$ cat src/rtl/mem_arbiter_pkg.sv
// Shared widths, state encodings and the latched transaction record
// for the instruction/data memory arbiter.
package mem_arbiter_pkg;
  localparam int WORD_SIZE       = 16;
  localparam int LATENCY_DEFAULT = 4;
  localparam int CNT_W           = 4;

  typedef enum logic [1:0] {
    IDLE   = 2'd0,
    ACCESS = 2'd1,
    RESP   = 2'd2
  } arb_state_e;

  typedef enum logic {
    OWN_I = 1'b0,
    OWN_D = 1'b1
  } owner_e;

  typedef struct packed {
    owner_e               owner;
    logic                 we;
    logic [WORD_SIZE-1:0] addr;
    logic [WORD_SIZE-1:0] wdata;
  } txn_t;
endpackage

$ cat src/rtl/mem_arbiter.sv
// Two-port (I/D) arbiter onto a single fixed-latency memory: IDLE -> ACCESS
// for LATENCY cycles -> one-cycle RESP ack, alternating grants on contention.
module mem_arbiter
  import mem_arbiter_pkg::*;
#(
  parameter int LATENCY = LATENCY_DEFAULT
) (
  input  logic                 clk,
  input  logic                 reset_n,
  input  logic                 i_req,
  input  logic [WORD_SIZE-1:0] i_addr,
  output logic [WORD_SIZE-1:0] i_data,
  output logic                 i_ack,
  input  logic                 d_req,
  input  logic                 d_we,
  input  logic [WORD_SIZE-1:0] d_addr,
  input  logic [WORD_SIZE-1:0] d_wdata,
  output logic [WORD_SIZE-1:0] d_rdata,
  output logic                 d_ack,
  output logic                 mem_read,
  output logic                 mem_write,
  output logic [WORD_SIZE-1:0] mem_addr,
  output logic [WORD_SIZE-1:0] mem_wdata,
  input  logic [WORD_SIZE-1:0] mem_rdata,
  output logic                 busy,
  output logic [15:0]          conflict_cnt
);
  localparam logic [CNT_W-1:0] LAST_CNT = CNT_W'(LATENCY - 1);

  arb_state_e       state;
  logic [CNT_W-1:0] cnt;
  owner_e           last_grant;
  txn_t             txn;
  txn_t             next_txn;
  logic             contended;

  assign contended = i_req && d_req;
  assign busy      = (state != IDLE);

  // D wins when alone, or on contention when I held the previous grant.
  always_comb begin
    next_txn = '0;
    if (d_req && (!i_req || last_grant == OWN_I)) begin
      next_txn.owner = OWN_D;
      next_txn.we    = d_we;
      next_txn.addr  = d_addr;
      next_txn.wdata = d_wdata;
    end else begin
      next_txn.owner = OWN_I;
      next_txn.addr  = i_addr;
    end
  end

  always_ff @(posedge clk or negedge reset_n) begin
    if (!reset_n) begin
      state        <= IDLE;
      cnt          <= '0;
      last_grant   <= OWN_I;
      txn          <= '0;
      conflict_cnt <= '0;
      i_data       <= '0;
      d_rdata      <= '0;
      i_ack        <= 1'b0;
      d_ack        <= 1'b0;
      mem_read     <= 1'b0;
      mem_write    <= 1'b0;
      mem_addr     <= '0;
      mem_wdata    <= '0;
    end else begin
      i_ack <= 1'b0;
      d_ack <= 1'b0;
      case (state)
        IDLE: begin
          if (i_req || d_req) begin
            txn        <= next_txn;
            last_grant <= next_txn.owner;
            cnt        <= '0;
            state      <= ACCESS;
            mem_read   <= !next_txn.we;
            mem_write  <= next_txn.we;
            mem_addr   <= next_txn.addr;
            mem_wdata  <= next_txn.wdata;
            if (contended) conflict_cnt <= conflict_cnt + 16'd1;
          end
        end
        ACCESS: begin
          cnt <= cnt + 1'b1;
          if (cnt == LAST_CNT) begin
            state     <= RESP;
            mem_read  <= 1'b0;
            mem_write <= 1'b0;
            mem_addr  <= '0;
            mem_wdata <= '0;
            // Registering the ack here makes it coincide exactly with RESP.
            if (txn.owner == OWN_D) begin
              d_ack <= 1'b1;
              if (!txn.we) d_rdata <= mem_rdata;
            end else begin
              i_ack <= 1'b1;
              if (!txn.we) i_data <= mem_rdata;
            end
          end
        end
        RESP:    state <= IDLE;
        default: state <= IDLE;
      endcase
    end
  end
endmodule
$ cat config.mk
export PLATFORM = sky130hd
export DESIGN_NAME = mem_arbiter
export DESIGN_NICKNAME = d
export VERILOG_FILES = /design/src/rtl/mem_arbiter_pkg.sv /design/src/rtl/mem_arbiter.sv
export SDC_FILE = /design/constraint.sdc
export NUM_CORES = 1
export LEC_CHECK = 0
export ABC_AREA = 1
export ABC_CLOCK_PERIOD_IN_PS = 2400
export CAP_MARGIN = 30
export CORE_UTILIZATION = 49
export CTS_BUF_LIST = sky130_fd_sc_hd__clkbuf_8
export CTS_CLUSTER_DIAMETER = 30
export CTS_CLUSTER_SIZE = 20
export DETAILED_ROUTE_END_ITERATION = 6
export PLACE_DENSITY = 0.95
export SKIP_LAST_GASP = 1
export SYNTH_ARGS = -nofsm -noshare
export SYNTH_HDL_FRONTEND = slang
export SYNTH_SLANG_ARGS = --single-unit
$ cat constraint.sdc
create_clock -name clk -period 2.4 [get_ports clk]
set_input_delay 0.24 -clock clk [delete_from_list [all_inputs] [get_ports clk]]
set_output_delay 0.24 -clock clk [all_outputs]
set_load 0.005 [all_outputs]
==> results.py <==
metrics = {
    "floorplan": {
        "die_w_um": 91.8,
        "dieArea_um2": 8430,
        "core-area_um2": 7770,
        "num_rows": 32,
        "start_util_pct": 50.9,
        "ioPinCount": 154,
        "die_h_um": 91.8,
    },
    "route": {
        "wl_mm": 10.8,
        "vias_per_cell": 5.22,
        "ant_nets": 0,
        "num_vias": 3672,
        "dr_wl_met2_mm": 5.74,
        "top_layer": "met4",
        "dr.pass1.iters": 5,
        "met1Wirelength_mm": 4.10,
        "drt-initial-drc-count": 173,
        "drc_errors": 0,
        "wl_per_cell_um": 15.3,
        "wl_met3_um": 493,
    },
    "cts": {
        "cts_sinks": 92,
        "clockBufferDepth": 2,
        "cts_tree": "yes",
        "cts_root_buffer": "clkbuf_8",
        "path_clk_slew_ns": 0.09,
        "cts_repair_resize_count": 0,
        "clock_latency_ns": 0.35,
        "cts_buffers": 9,
        "htreeDepth": 3,
    },
    "synth": {
        "yosys.area.top_type": "dfrtp_1",
        "yosys_warnings": 0,
        "synth.area.top_cells": "dfrtp_1, nand2_1, nand3_1",
        "synthMostInstantiatedCell": "nand2_1",
        "synth-edff-count": 0,
        "syn_inst": 445,
        "synth_seq_cells": 92,
        "synthTopCellsByCount": "nand2_1, dfrtp_1, nand3_1",
        "synth_area_um2": 3950,
        "ys_types": 21,
        "synth-seq-area-share_pct": 58.3,
        "syn_area_per_cell_um2": 8.88,
        "synthesis.nets": 516,
        "yosysTopAreaCellShare_pct": 58.3,
        "synthFlopType": "dfrtp_1",
        "synth-async-reset-ratio_pct": 100,
    },
    "power": {
        "power_density_nw_per_um2": 1110,
        "peakVddDrop_uv": 693,
        "power.leakage_nw": 2.72,
    },
    "layout": {
        "nets": 668,
        "fill_cells": 550,
        "drive_gt1_share_pct": 5.16,
        "synthToLayoutAreaGrowth_pct": 47.3,
        "diodes": 0,
    },
    "placed_design": {
        "port_buffers": 153,
        "dpl.hpwl_mm": 7.72,
        "routabilityCongestion": 0.842,
    },
    "sta": {
        "hold_violations": 0,
        "fin_skew_ns": 0.0101,
        "relSlewSlack_pct": 55.2,
        "tns_ns": 0,
        "slew_viol_final": 0,
        "min_period_ns": 1.82,
        "period_share_pct": 75.8,
        "rsz0062_at_grt": "false",
        "finalSetupViolCount": 0,
        "tightest_slew_ns": 0.670,
        "worst_hold_slack_ns": 0.445,
        "clock.fmax_mhz": 550,
    },
    "critical_path": {
        "crit_path_end_kind": "flip-flop",
        "crit_required_ns": 2.63,
        "start_kind": "flip-flop",
        "path_class": "flip-flop to flip-flop",
        "arrival_ns": 2.05,
        "cp_max_fo": 37,
    },
    "status": {
        "status": "completed",
    },
    "global_routing": {
        "grt_max_degree": 50,
        "track_usage_pct": 26.9,
        "grt-ovfl-total": 0,
        "grt_first_pass_wirelength_mm": 17.7,
        "first_global_vias": 3825,
        "antenna_found_initial": 0,
    },
    "hold_path": {
        "hold_path.class": "primary input to flip-flop",
    },
    "flow_run": {
        "maxCapViolCount": 0,
    },
}
## worst paths after layout
| check | from | endpoint | slack (ns) | cells after the start |
|---|---|---|---|---|
| max | cnt[0] | mem_addr[5] | 0.58 | 5 |
| min reg2reg | d_rdata[6] | d_rdata[6] | 0.49 | 2 |
| min in group asynchronous | reset_n | i_data[1] | 0.46 | 2 |
| min | mem_rdata[5] | d_rdata[5] | 0.44 | 3 |
| max reg2reg | cnt[0] | mem_addr[5] | 0.58 | 5 |
| max in group asynchronous | reset_n | mem_wdata[2] | 1.28 | 3 |
## area by class of cell
class / count / area [µm²] / area share [%]
flip-flops and latches: 92 / 2300 / 39.6
repair buffers: 161 / 1600 / 27.6
multi-input cells: 295 / 1400 / 24.1
inverters: 38 / 143 / 2.45
clock buffers: 10 / 138 / 2.37
well taps: 102 / 128 / 2.19
clock inverters: 5 / 101 / 1.74
## metrics by stage
stage | power [mW] | util [%] | setup slack (ns) | instances | instance area [µm²]
global placement | 5.07 | 71.7 | 0.549 | 687 | 5570
global route | 6.87 | 74.9 | 0.357 | 703 | 5820
finish | 6.46 | 74.9 | 0.582 | 703 | 5820
detailed placement | 5.23 | 71.7 | 0.451 | 687 | 5570
CTS | 6.50 | 74.9 | 0.588 | 703 | 5820
floorplan | 3.63 | - | 1.06 | 445 | 3950
## layout by cell type, fill, tap and decap left out
cell,instances
a22o_1,1
buf_12,1
buf_4,7
bufinv_16,3
clkbuf_8,10
clkdlybuf4s50_1,152
clkinvlp_4,1
dfrtp_1,92
dlygate4sd3_1,1
ha_1,2
inv_1,36
inv_2,3
nand2_1,100
nand2_2,1
nand3_1,57
nand3b_1,3
nand4_1,2
nand4_2,2
nor2_1,41
nor2_2,2
nor3b_4,1
o21ai_0,25
o21ai_1,46
o22ai_1,1
xnor2_1,3
xor2_1,8
## state kept, by name (all words and copies together) (netlist names)
register	count
d_ack	1
i_data	16
txn	2
mem_read	1
state	2
d_rdata	16
mem_write	1
mem_wdata	16
conflict_cnt	16
cnt	4
mem_addr	16
i_ack	1
## critical path, cell delays in order, from the launching register on
cell	delay (ns)
dfrtp_1	0.39
ha_1	0.20
nor3b_4	0.30
nand2_2	0.46
nand3_1	0.25
o21ai_1	0.10
## where the power goes
part | total (mW) | switching, mW | internal [mW]
registers | 2.56 | 0.402 | 2.16
clock network | 1.22 | 0.510 | 0.711
logic | 2.67 | 1.20 | 1.47
total | 6.46 | 2.11 | 4.34
## routing by layer
metal | track usage (%) | vias to the layer above
met2 | 48.1 | 141
met1 | 30.9 | 1758
li1 | - | 1739
met4 | 15.4 | 0
met5 | 0 | -
met3 | 3.81 | 34
## kinds of logic after synthesis
logic type | Yosys count | synth area share (%)
simple gates | 209 | 23.1
buf+inv | 58 | 6.21
flops | 92 | 58.3
fa+ha+maj | 2 | 0.633
compound gates | 73 | 9.37
xor+xnor | 11 | 2.44
## what timing repair did
action / 4_1_cts / 5_1_grt
buffers inserted: 0 / 0
hold buffers: 1 / 0
hold endpoints to repair: 48 / 0
(Power assumes the default switching activity.)
